<file path="src/rtl/demo_timeline_pkg.sv">
// Shared types and scene data for the demo timeline: FSM state codes, cue line
// indices and the per-bar scene cue table.
package demo_timeline_pkg;

    typedef logic [1:0] state_t;

    localparam state_t ST_IDLE  = 2'd0;
    localparam state_t ST_RUN   = 2'd1;
    localparam state_t ST_PAUSE = 2'd2;
    localparam state_t ST_DONE  = 2'd3;

    localparam int CUE_BEAT = 0;
    localparam int CUE_BAR  = 1;

    // Scene cue masks for cue lines 8..2, indexed by bar number (entry 0 leftmost).
    localparam logic [0:15][6:0] CUE_TABLE = {
        7'b0000001, 7'b0000010, 7'b0000100, 7'b0000000,
        7'b0001000, 7'b0010000, 7'b0000000, 7'b0100000,
        7'b1000000, 7'b0000001, 7'b0000110, 7'b0000000,
        7'b0011000, 7'b0000000, 7'b1100000, 7'b1111111
    };

    function automatic logic [8:0] beat_cues(input logic first_beat, input logic [3:0] bar);
        logic [8:0] c;
        c           = '0;
        c[CUE_BEAT] = 1'b1;
        if (first_beat) begin
            c[CUE_BAR] = 1'b1;
            c[8:2]     = CUE_TABLE[bar];
        end
        return c;
    endfunction

endpackage

</file>
<file path="src/rtl/demo_timeline_counter.sv">
// Cascaded frame/beat/bar counter. Exposes the next values so the caller can
// derive cues for the frame being entered, plus beat-wrap and last-frame flags.
module timeline_counter #(
    parameter  int FRAMES_PER_BEAT = 30,
    parameter  int BEATS_PER_BAR   = 4,
    parameter  int NUM_BARS        = 16,
    localparam int FW              = $clog2(FRAMES_PER_BEAT),
    localparam int BW              = (BEATS_PER_BAR > 1) ? $clog2(BEATS_PER_BAR) : 1
) (
    input  logic          i_clk,
    input  logic          i_rst,
    input  logic          i_clear,
    input  logic          i_advance,
    output logic [FW-1:0] o_frame,
    output logic [BW-1:0] o_beat,
    output logic [3:0]    o_bar,
    output logic [FW-1:0] o_nxt_frame,
    output logic [BW-1:0] o_nxt_beat,
    output logic [3:0]    o_nxt_bar,
    output logic          o_beat_wrap,
    output logic          o_last
);

    logic [FW-1:0] r_frame;
    logic [BW-1:0] r_beat;
    logic [3:0]    r_bar;
    logic          w_frame_max;
    logic          w_beat_max;
    logic          w_bar_max;

    assign w_frame_max = (r_frame == FW'(FRAMES_PER_BEAT - 1));
    assign w_beat_max  = (r_beat == BW'(BEATS_PER_BAR - 1));
    assign w_bar_max   = (r_bar == 4'(NUM_BARS - 1));

    assign o_nxt_frame = w_frame_max ? '0 : r_frame + 1'b1;
    assign o_nxt_beat  = !w_frame_max ? r_beat : (w_beat_max ? '0 : r_beat + 1'b1);
    assign o_nxt_bar   = !(w_frame_max && w_beat_max) ? r_bar : (w_bar_max ? 4'd0 : r_bar + 4'd1);
    assign o_beat_wrap = w_frame_max;
    assign o_last      = w_frame_max && w_beat_max && w_bar_max;

    always_ff @(posedge i_clk or posedge i_rst) begin
        if (i_rst) begin
            r_frame <= '0;
            r_beat  <= '0;
            r_bar   <= '0;
        end else if (i_clear) begin
            r_frame <= '0;
            r_beat  <= '0;
            r_bar   <= '0;
        end else if (i_advance) begin
            r_frame <= o_nxt_frame;
            r_beat  <= o_nxt_beat;
            r_bar   <= o_nxt_bar;
        end
    end

    assign o_frame = r_frame;
    assign o_beat  = r_beat;
    assign o_bar   = r_bar;

endmodule

</file>
<file path="src/rtl/demo_timeline.sv">
// Frame-locked demo timeline: counts VGA frames into beats and bars and raises
// level cues at beat starts that drop again after HOLD_FRAMES frames.
module demo_timeline
    import demo_timeline_pkg::*;
#(
    parameter  int FRAMES_PER_BEAT = 30,
    parameter  int HOLD_FRAMES     = 2,
    parameter  int BEATS_PER_BAR   = 4,
    parameter  int NUM_BARS        = 16,
    parameter  int LOOP            = 1,
    localparam int FW              = $clog2(FRAMES_PER_BEAT),
    localparam int BW              = (BEATS_PER_BAR > 1) ? $clog2(BEATS_PER_BAR) : 1
) (
    input  logic          clk,
    input  logic          reset,
    input  logic          frame_start,
    input  logic          enable,
    input  logic          restart,
    output logic [8:0]    cue_signals,
    output logic          beat_pulse,
    output logic [FW-1:0] frame_in_beat,
    output logic [BW-1:0] beat_num,
    output logic [3:0]    bar_num,
    output logic          running,
    output logic          done
);

    state_t        r_state;
    logic [8:0]    r_cues;
    logic          r_pulse;

    logic [FW-1:0] w_nxt_frame;
    logic [BW-1:0] w_nxt_beat;
    logic [3:0]    w_nxt_bar;
    logic          w_beat_wrap;
    logic          w_last;
    logic          w_tick;
    logic          w_stop;
    logic          w_advance;

    assign w_tick    = frame_start && enable && (r_state == ST_RUN);
    // Without LOOP the frame after the last one ends the show and counters keep their final values.
    assign w_stop    = w_tick && w_last && (LOOP == 0);
    assign w_advance = w_tick && !restart && !w_stop;

    timeline_counter #(
        .FRAMES_PER_BEAT (FRAMES_PER_BEAT),
        .BEATS_PER_BAR   (BEATS_PER_BAR),
        .NUM_BARS        (NUM_BARS)
    ) u_counter (
        .i_clk       (clk),
        .i_rst       (reset),
        .i_clear     (restart),
        .i_advance   (w_advance),
        .o_frame     (frame_in_beat),
        .o_beat      (beat_num),
        .o_bar       (bar_num),
        .o_nxt_frame (w_nxt_frame),
        .o_nxt_beat  (w_nxt_beat),
        .o_nxt_bar   (w_nxt_bar),
        .o_beat_wrap (w_beat_wrap),
        .o_last      (w_last)
    );

    always_ff @(posedge clk or posedge reset) begin
        if (reset) begin
            r_state <= ST_IDLE;
            r_cues  <= '0;
            r_pulse <= 1'b0;
        end else begin
            r_pulse <= 1'b0;
            if (restart) begin
                r_state <= ST_IDLE;
                r_cues  <= '0;
            end else begin
                case (r_state)
                    ST_IDLE: begin
                        if (enable && frame_start) begin
                            r_state <= ST_RUN;
                            r_cues  <= beat_cues(1'b1, 4'd0);
                            r_pulse <= 1'b1;
                        end
                    end
                    ST_RUN: begin
                        if (!enable) begin
                            r_state <= ST_PAUSE;
                        end else if (frame_start) begin
                            if (w_stop) begin
                                r_state <= ST_DONE;
                                r_cues  <= '0;
                            end else if (w_beat_wrap) begin
                                r_cues  <= beat_cues(w_nxt_beat == '0, w_nxt_bar);
                                r_pulse <= 1'b1;
                            end else if (w_nxt_frame == FW'(HOLD_FRAMES)) begin
                                r_cues  <= '0;
                            end
                        end
                    end
                    ST_PAUSE: begin
                        if (enable) r_state <= ST_RUN;
                    end
                    default: begin
                        r_cues <= '0;
                    end
                endcase
            end
        end
    end

    assign cue_signals = r_cues;
    assign beat_pulse  = r_pulse;
    assign running     = (r_state == ST_RUN);
    assign done        = (r_state == ST_DONE);

endmodule
</file>
<file path="config.mk">
export PLATFORM = sky130hd
export DESIGN_NAME = demo_timeline
export DESIGN_NICKNAME = d
export VERILOG_FILES = /design/src/rtl/demo_timeline_pkg.sv /design/src/rtl/demo_timeline_counter.sv /design/src/rtl/demo_timeline.sv
export SDC_FILE = /design/constraint.sdc
export NUM_CORES = 1
export LEC_CHECK = 0
export BUFFER_PORTS_ARGS = -buffer_cell sky130_fd_sc_hd__buf_4
export CAP_MARGIN = 25
export CORE_MARGIN = 5
export CORE_UTILIZATION = 61
export CTS_BUF_LIST = sky130_fd_sc_hd__clkbuf_8
export CTS_CLUSTER_SIZE = 16
export DETAILED_ROUTE_END_ITERATION = 7
export GPL_TIMING_DRIVEN = 0
export PLACE_DENSITY = 0.87
export SLEW_MARGIN = 10
export SYNTH_ARGS = -nofsm -noshare
export SYNTH_HDL_FRONTEND = slang
export SYNTH_SLANG_ARGS = --single-unit
</file>
<file path="constraint.sdc">
create_clock -name clk -period 5.6 [get_ports clk]
set_clock_uncertainty 0.1 [all_clocks]
set_input_delay 0.84 -clock clk [delete_from_list [all_inputs] [get_ports clk]]
set_output_delay 0.84 -clock clk [all_outputs]
set_load 0.01 [all_outputs]
</file>
# Yosys cells after proc, flatten, opt, wreduce, memory -nomap -nowiden
# Memory sizes are Yosys's and may differ from the RTL's.
# Cells that the tools add are included.
# W data, S select, Z words.
# op_classes
addsub	3
order_cmp	1
eq_ne	14
mux	32
n_bitwise	1
n_reduce_logical	11
# ops
operator	count
$mux W9	6
$pmux W9 S3	1
$mux W2	8
$mux W4	4
$mux W5	3
$ne A3 B3 Y1 const B	5
$mux W7	2
$mux W8	1
$eq A2 B2 Y1 const B	3
$pmux W2 S3	1
$add A5 B1 Y5 const B	1
$eq A5 B2 Y1 const B	1
$eq A5 B5 Y1 const B	1
$ge A5 B5 Y1 const B	1
$mux W1	5
$not A4 Y5	1
$reduce_and A5 Y1	1
$add A4 B1 Y4 const B	1
$eq A4 B4 Y1 const B	1
$logic_and A1 B1 Y1	4
$logic_not A2 Y1	2
$ne A4 B2 Y1 const B	1
$reduce_and A4 Y1	1
$reduce_bool A4 Y1	1
6 further kinds	6
# word_totals
regBits	23
rom_bits	112
inputBits	5
output_inout_bits	23
mem_count	1
# memory_table
memory	words	word_bits	rd	rd_clocked_by_memory_dff	wr	line_no	source
(no name shown)	16	7	1	0	0	demo_timeline_pkg.sv:29	c[8:2] = CUE_TABLE[bar];

# Depth between registers and ports, before layout
# depth
word_depth	13
mapped_depth	12

# Cells and area by module
# From an unflattened synthesis, not the netlist that was laid out.
# hier_totals
hier_cells	168
area_unflattened_um2	1537.7
# modules_own_cells
mod	n_inst	cells_each	area_per_inst_um2	seq_area_each_um2
timeline_counter	1	91	778.2	275.3
demo_timeline	1	77	759.5	300.3

# Worst setup path after synthesis
# No wires, ideal clock.
# synth_path
path_kind	flip-flop to flip-flop
from	reg u_counter.r_frame[0], in the netlist u_counter.o_frame[0]
to	reg r_cues[2], in the netlist cue_signals[2]
t_arrival_ns	2.317
required_ns	5.366
setup_slack_ns	3.049
stages_incl_launch_ff	12
n_path_buf	0
path_cell_list	dfrtp_1 ha_1 and4_1 nand2_1 a311oi_1 a21oi_1 inv_1 ha_1 and3_1 a221o_1 a31oi_1 o22ai_1
# synth_via
elab_chain_len	13
word_cells_on_any_way	20
cone_classes	1 x add/sub; 3 x eq/ne; 11 x mux; 1 x bitwise; 3 x reduce/logical; 1 x memory
# synth_lines
item	line_no	source
from (decl)	demo_timeline_counter.sv:24	logic [FW-1:0] r_frame;
from (signal assigned)	demo_timeline_counter.sv:51	r_frame <= o_nxt_frame;
$eq A5 B5 Y1	demo_timeline_counter.sv:31	assign w_frame_max = (r_frame == FW'(FRAMES_PER_BEAT - 1));
$logic_and A1 B1 Y1	demo_timeline_counter.sv:37	assign o_nxt_bar = !(w_frame_max && w_beat_max) ? r_bar : (w_bar_max ? 4'd0 : r_bar + 4'd1);
$mux W4	demo_timeline_counter.sv:37	
$not A4 Y5 (implied by the code)	demo_timeline_pkg.sv:29	
$mem_v2 Z16 W7	n/a	
$mux W7 (implied by the code) (2 in a row)	demo_timeline_pkg.sv:29	
$mux W8	demo_timeline_pkg.sv:27	if (first_beat) begin
$mux W9	demo_timeline.sv:91	end else if (w_beat_wrap) begin
$mux W9	demo_timeline.sv:87	end else if (frame_start) begin
$mux W9	demo_timeline.sv:85	if (!enable) begin
$pmux W9 S3	demo_timeline.sv:76	case (r_state)
$mux W9	demo_timeline.sv:72	if (restart) begin
to (signal assigned)	demo_timeline.sv:80	r_cues <= beat_cues(1'b1, 4'd0);
to (signal assigned)	demo_timeline.sv:92	r_cues <= beat_cues(w_nxt_beat == '0, w_nxt_bar);
to (decl)	demo_timeline.sv:29	logic [8:0] r_cues;
# Several ways; a longest one is shown, not always the timed one. The select of a mux whose other input is x is not followed.
# A chain may end at the register's enable or synchronous reset.

# Worst setup path in the final report
# Same ends and word-level chain as after synthesis.

==> metrics.md <==
| Metric | Value |
|---|---|
| Port-buffer cells | 26 |
| Top delay family on crit path | compound AO/OA/AOI/OAI gates |
| RSZ-0062 raised after global routing | false |
| CP max stage delay | 480 ps |
| Crit path kind | flop to flop |
| Clock Tree Root | clkbuf_8 |
| Core area | 0.00225 sq mm |
| Most common cell in the netlist | dfrtp_1 |
| Proportion of netlist area held by the largest area contributor | 39.0% |
| Fin crit period | 2870 ps |
| Overflow after GRT | 0 |
| Max Freq | 0.348 GHz |
| Post-route ant nets | 0 |
| Share of layout cells above drive strength 1 | 21.6% |
| Drt via density | 6.08 |
| YS warnings | 0 |
| GRT Overall Usage | 22.1% |
| WP depth | 10 |
| Number of distinct library cells after synthesis | 44 |
| Place WS | 2750 ps |
| Tcrit/Tclk final | 51.3% |
| # rows | 17 |
| Crit end category | flop |
| EDFF count, synth | 0 |
| Multiplexer area fraction after synthesis | 5.68% |
| Synth async-reset ratio | 100% |
| CTS tree | yes |
| Die Y | 59.2 microns |
| CP Data Arrival Time | 2910 ps |
| PD cells | 177 mW/mm^2 |
| CP Buf/Inv Count | 1 |
| CP Launch Type | flop |
| Synth Register Bits | 23 |
| Least-Margin Pin Slew | 774 ps |
| Synthesized Nets | 172 |
| Routed wire length | 3470 microns |
| Detailed-route DRC error count | 0 |
| FF-to-FF path depth | 10 |
| Initial core utilization | 65.5% |
| Largest net degree at the start of global routing | 24 |
| VDD IR max | 0.000157 V |
| Cell Area, Synth | 0.00148 sq mm |
| Slew Limit Fails | 0 |
| Critical Path RT | 5640 ps |
| Worst path most repeated cell | ha_1 |
| DR vias | 1326 |
| Compound-Gate Fraction of Synth Area | 20.3% |
| CTS Buf Count | 3 |
| Area leader, netlist | dfrtp_1 |
| Final Hold Fails | 0 |
| Rel. slew slack | 48.2% |
| Synth Area in Adders | 7.46% |
| Final Wtd Congestion | 0.861 |
| Syn-to-layout area delta | 20.5% |
| Dpl hpwl | 2660 microns |
| Critical path cell sequence | ha_1 -> and4_1 -> nand2_1 -> a21oi_1 -> inv_1 -> ha_1 -> and3_1 -> a221o_1 -> a31oi_1 -> o22ai_1 |
| Main combinational cell family by area after synthesis | compound AO/OA/AOI/OAI gates |
| Clock Pin Slew Worst Setup and Hold Paths | 80 ps |
| Clock Latency Late Sink | 270 ps |
| PnR worst setup slack | 2730 ps |
| CTS max path bufs | 2 |
| Gate Count Post-Synth | 159 |
| Initial antenna violation count | 0 |
| HP Class | primary input to async pin |
| Detailed Route Iter0 Violations | 38 |
| Outcome | finished, final reports clean |
| Final Net Count | 204 |
| Diodes inserted | 0 |
| Clock tree sinks | 23 |
| Setup_tns | 0 ps |
| Die Wd | 59.2 microns |
| CP max stage cell | dfrtp_1 |
| Simple-gate portion of the synthesized area | 20.1% |
| Die Area | 0.00350 sq mm |
| Router iterations before antenna repair | 4 |
| Sequential fraction of the synthesis area | 39.0% |
| Leakage | 0.879 nW |
| Post-synth top cells | 23 x dfrtp_1, 19 x nor2_1, 17 x inv_1 |
| Fill cell total of the finished layout | 156 |
| Post-Synth XOR/XNOR Area | 2.37% |
| Vias in the first global route | 1319 |
| Worst-path fanout max | 7 |
| Post-CTS sizing | 0 |
| Global-route wire length before repair | 6000 microns |
| Final setup viols | 0 |
| Wirelength per Cell | 15.9 microns |
| Maxcap violations | 0 |
| Syn avg cell area | 9.29 sq um |
| Most used DFF post-synth | dfrtp_1 |
| # IOs | 28 |
| Synth top area cells | dfrtp_1 39%, ha_1 6.8%, nor2_1 4.8% |
| Setup bufs post-CTS | 0 |
| Hold-fix buffers at CTS | 0 |
| Htree depth | 1 |
worst reg2reg max path, cell delays in order, from the launching register on:
cell,delay (ps)
dfrtp_1,480
ha_1,320
and4_1,340
nand2_1,130
a21oi_1,330
inv_1,120
ha_1,240
and3_1,140
a221o_1,260
a31oi_1,180
o22ai_1,100
flip-flops by register name (all words and copies together), names as in the netlist:
signal and flops:
cue_signals 9, r_state 2, u_counter.o_bar 4, beat_pulse 1
u_counter.o_beat 2, u_counter.o_frame 5
layout make-up:
class | instances | area, sq um | share of cell area, %
inverters | 17 | 63.8 | 3.59
multi-input cells | 116 | 825 | 46.3
clock buffers | 3 | 41.3 | 2.32
repair buffers | 27 | 223 | 12.5
clock inverters | 1 | 3.75 | 0.211
well taps | 28 | 35.0 | 1.97
flip-flops and latches | 23 | 576 | 32.3
plain buffers | 3 | 12.5 | 0.703
stage by stage:
| step | area (sq um) | std cells | power [W] | hold WS [ps] | utilization (%) |
|---|---|---|---|---|---|
| after floorplan | 1480 | 159 | 0.000198 | 447 | - |
| after global placement | 1710 | 213 | 0.000212 | 394 | 75.7 |
| after detailed placement | 1710 | 213 | 0.000213 | 431 | 75.7 |
| after CTS | 1750 | 217 | 0.000315 | 443 | 77.7 |
| after global routing | 1780 | 218 | 0.000330 | 347 | 78.9 |
| final | 1780 | 218 | 0.000316 | 352 | 78.9 |
power by group:
group / switching, W / internal, W / leakage [nW] / total, W
Sequential: 0.00000358 / 0.000170 / 0.315 / 0.000174
Combinational: 0.0000218 / 0.0000164 / 0.538 / 0.0000381
Clock: 0.0000544 / 0.0000490 / 0.0269 / 0.000103
path summary, 6_finish.rpt:
kind / slack (ps) / start / end
max: 2730 / u_counter.o_frame[0] / cue_signals[2]
min: 350 / reset / r_state[1]
max reg2reg: 2730 / u_counter.o_frame[0] / cue_signals[2]
min reg2reg: 440 / cue_signals[1] / cue_signals[1]
max in group asynchronous: 4700 / reset / u_counter.o_bar[0]
min in group clk: 440 / cue_signals[1] / cue_signals[1]
cells in the final DEF (no fill, tap or decap), drive strengths merged, types with 2 or more instances in the layout:
cell and count:
nor3 2, mux2 3, a21boi 3, o31ai 2
nand2 10, inv 18, o21ai 6, xnor2 2
o211ai 4, nor2 19, nand3b 3, dfrtp 23
mux2i 5, clkbuf 5, buf 28, ha 8
a21oi 6, a31oi 2, a211oi 5, and3 3
nand4b 2, or4 3, xor2 2, o22ai 5
nand3 5
logic make-up (layout without fill, tap and decap cells):
group                      after synthesis  after routing
muxes                                    8              8
DFF                                     23             23
xor gates and xnor gates                 4              4
adders and majority gates                9              9
AOI/OAI and AO/OA                       41             41
buffers and inverters                   20             51
and+or+nand+nor                         54             54
per-layer routing:
| layer | vias up | part of all wire, % | track usage, % |
|---|---|---|---|
| li1 | 636 | - | - |
| met1 | 637 | 44 | 28.7 |
| met2 | 44 | 49 | 36.5 |
| met3 | 9 | 5.4 | 3.49 |
| met4 | 0 | 2.1 | 8.74 |
| met5 | - | 0 | 0 |
No activity file was read; power rests on OpenSTA's default activity.
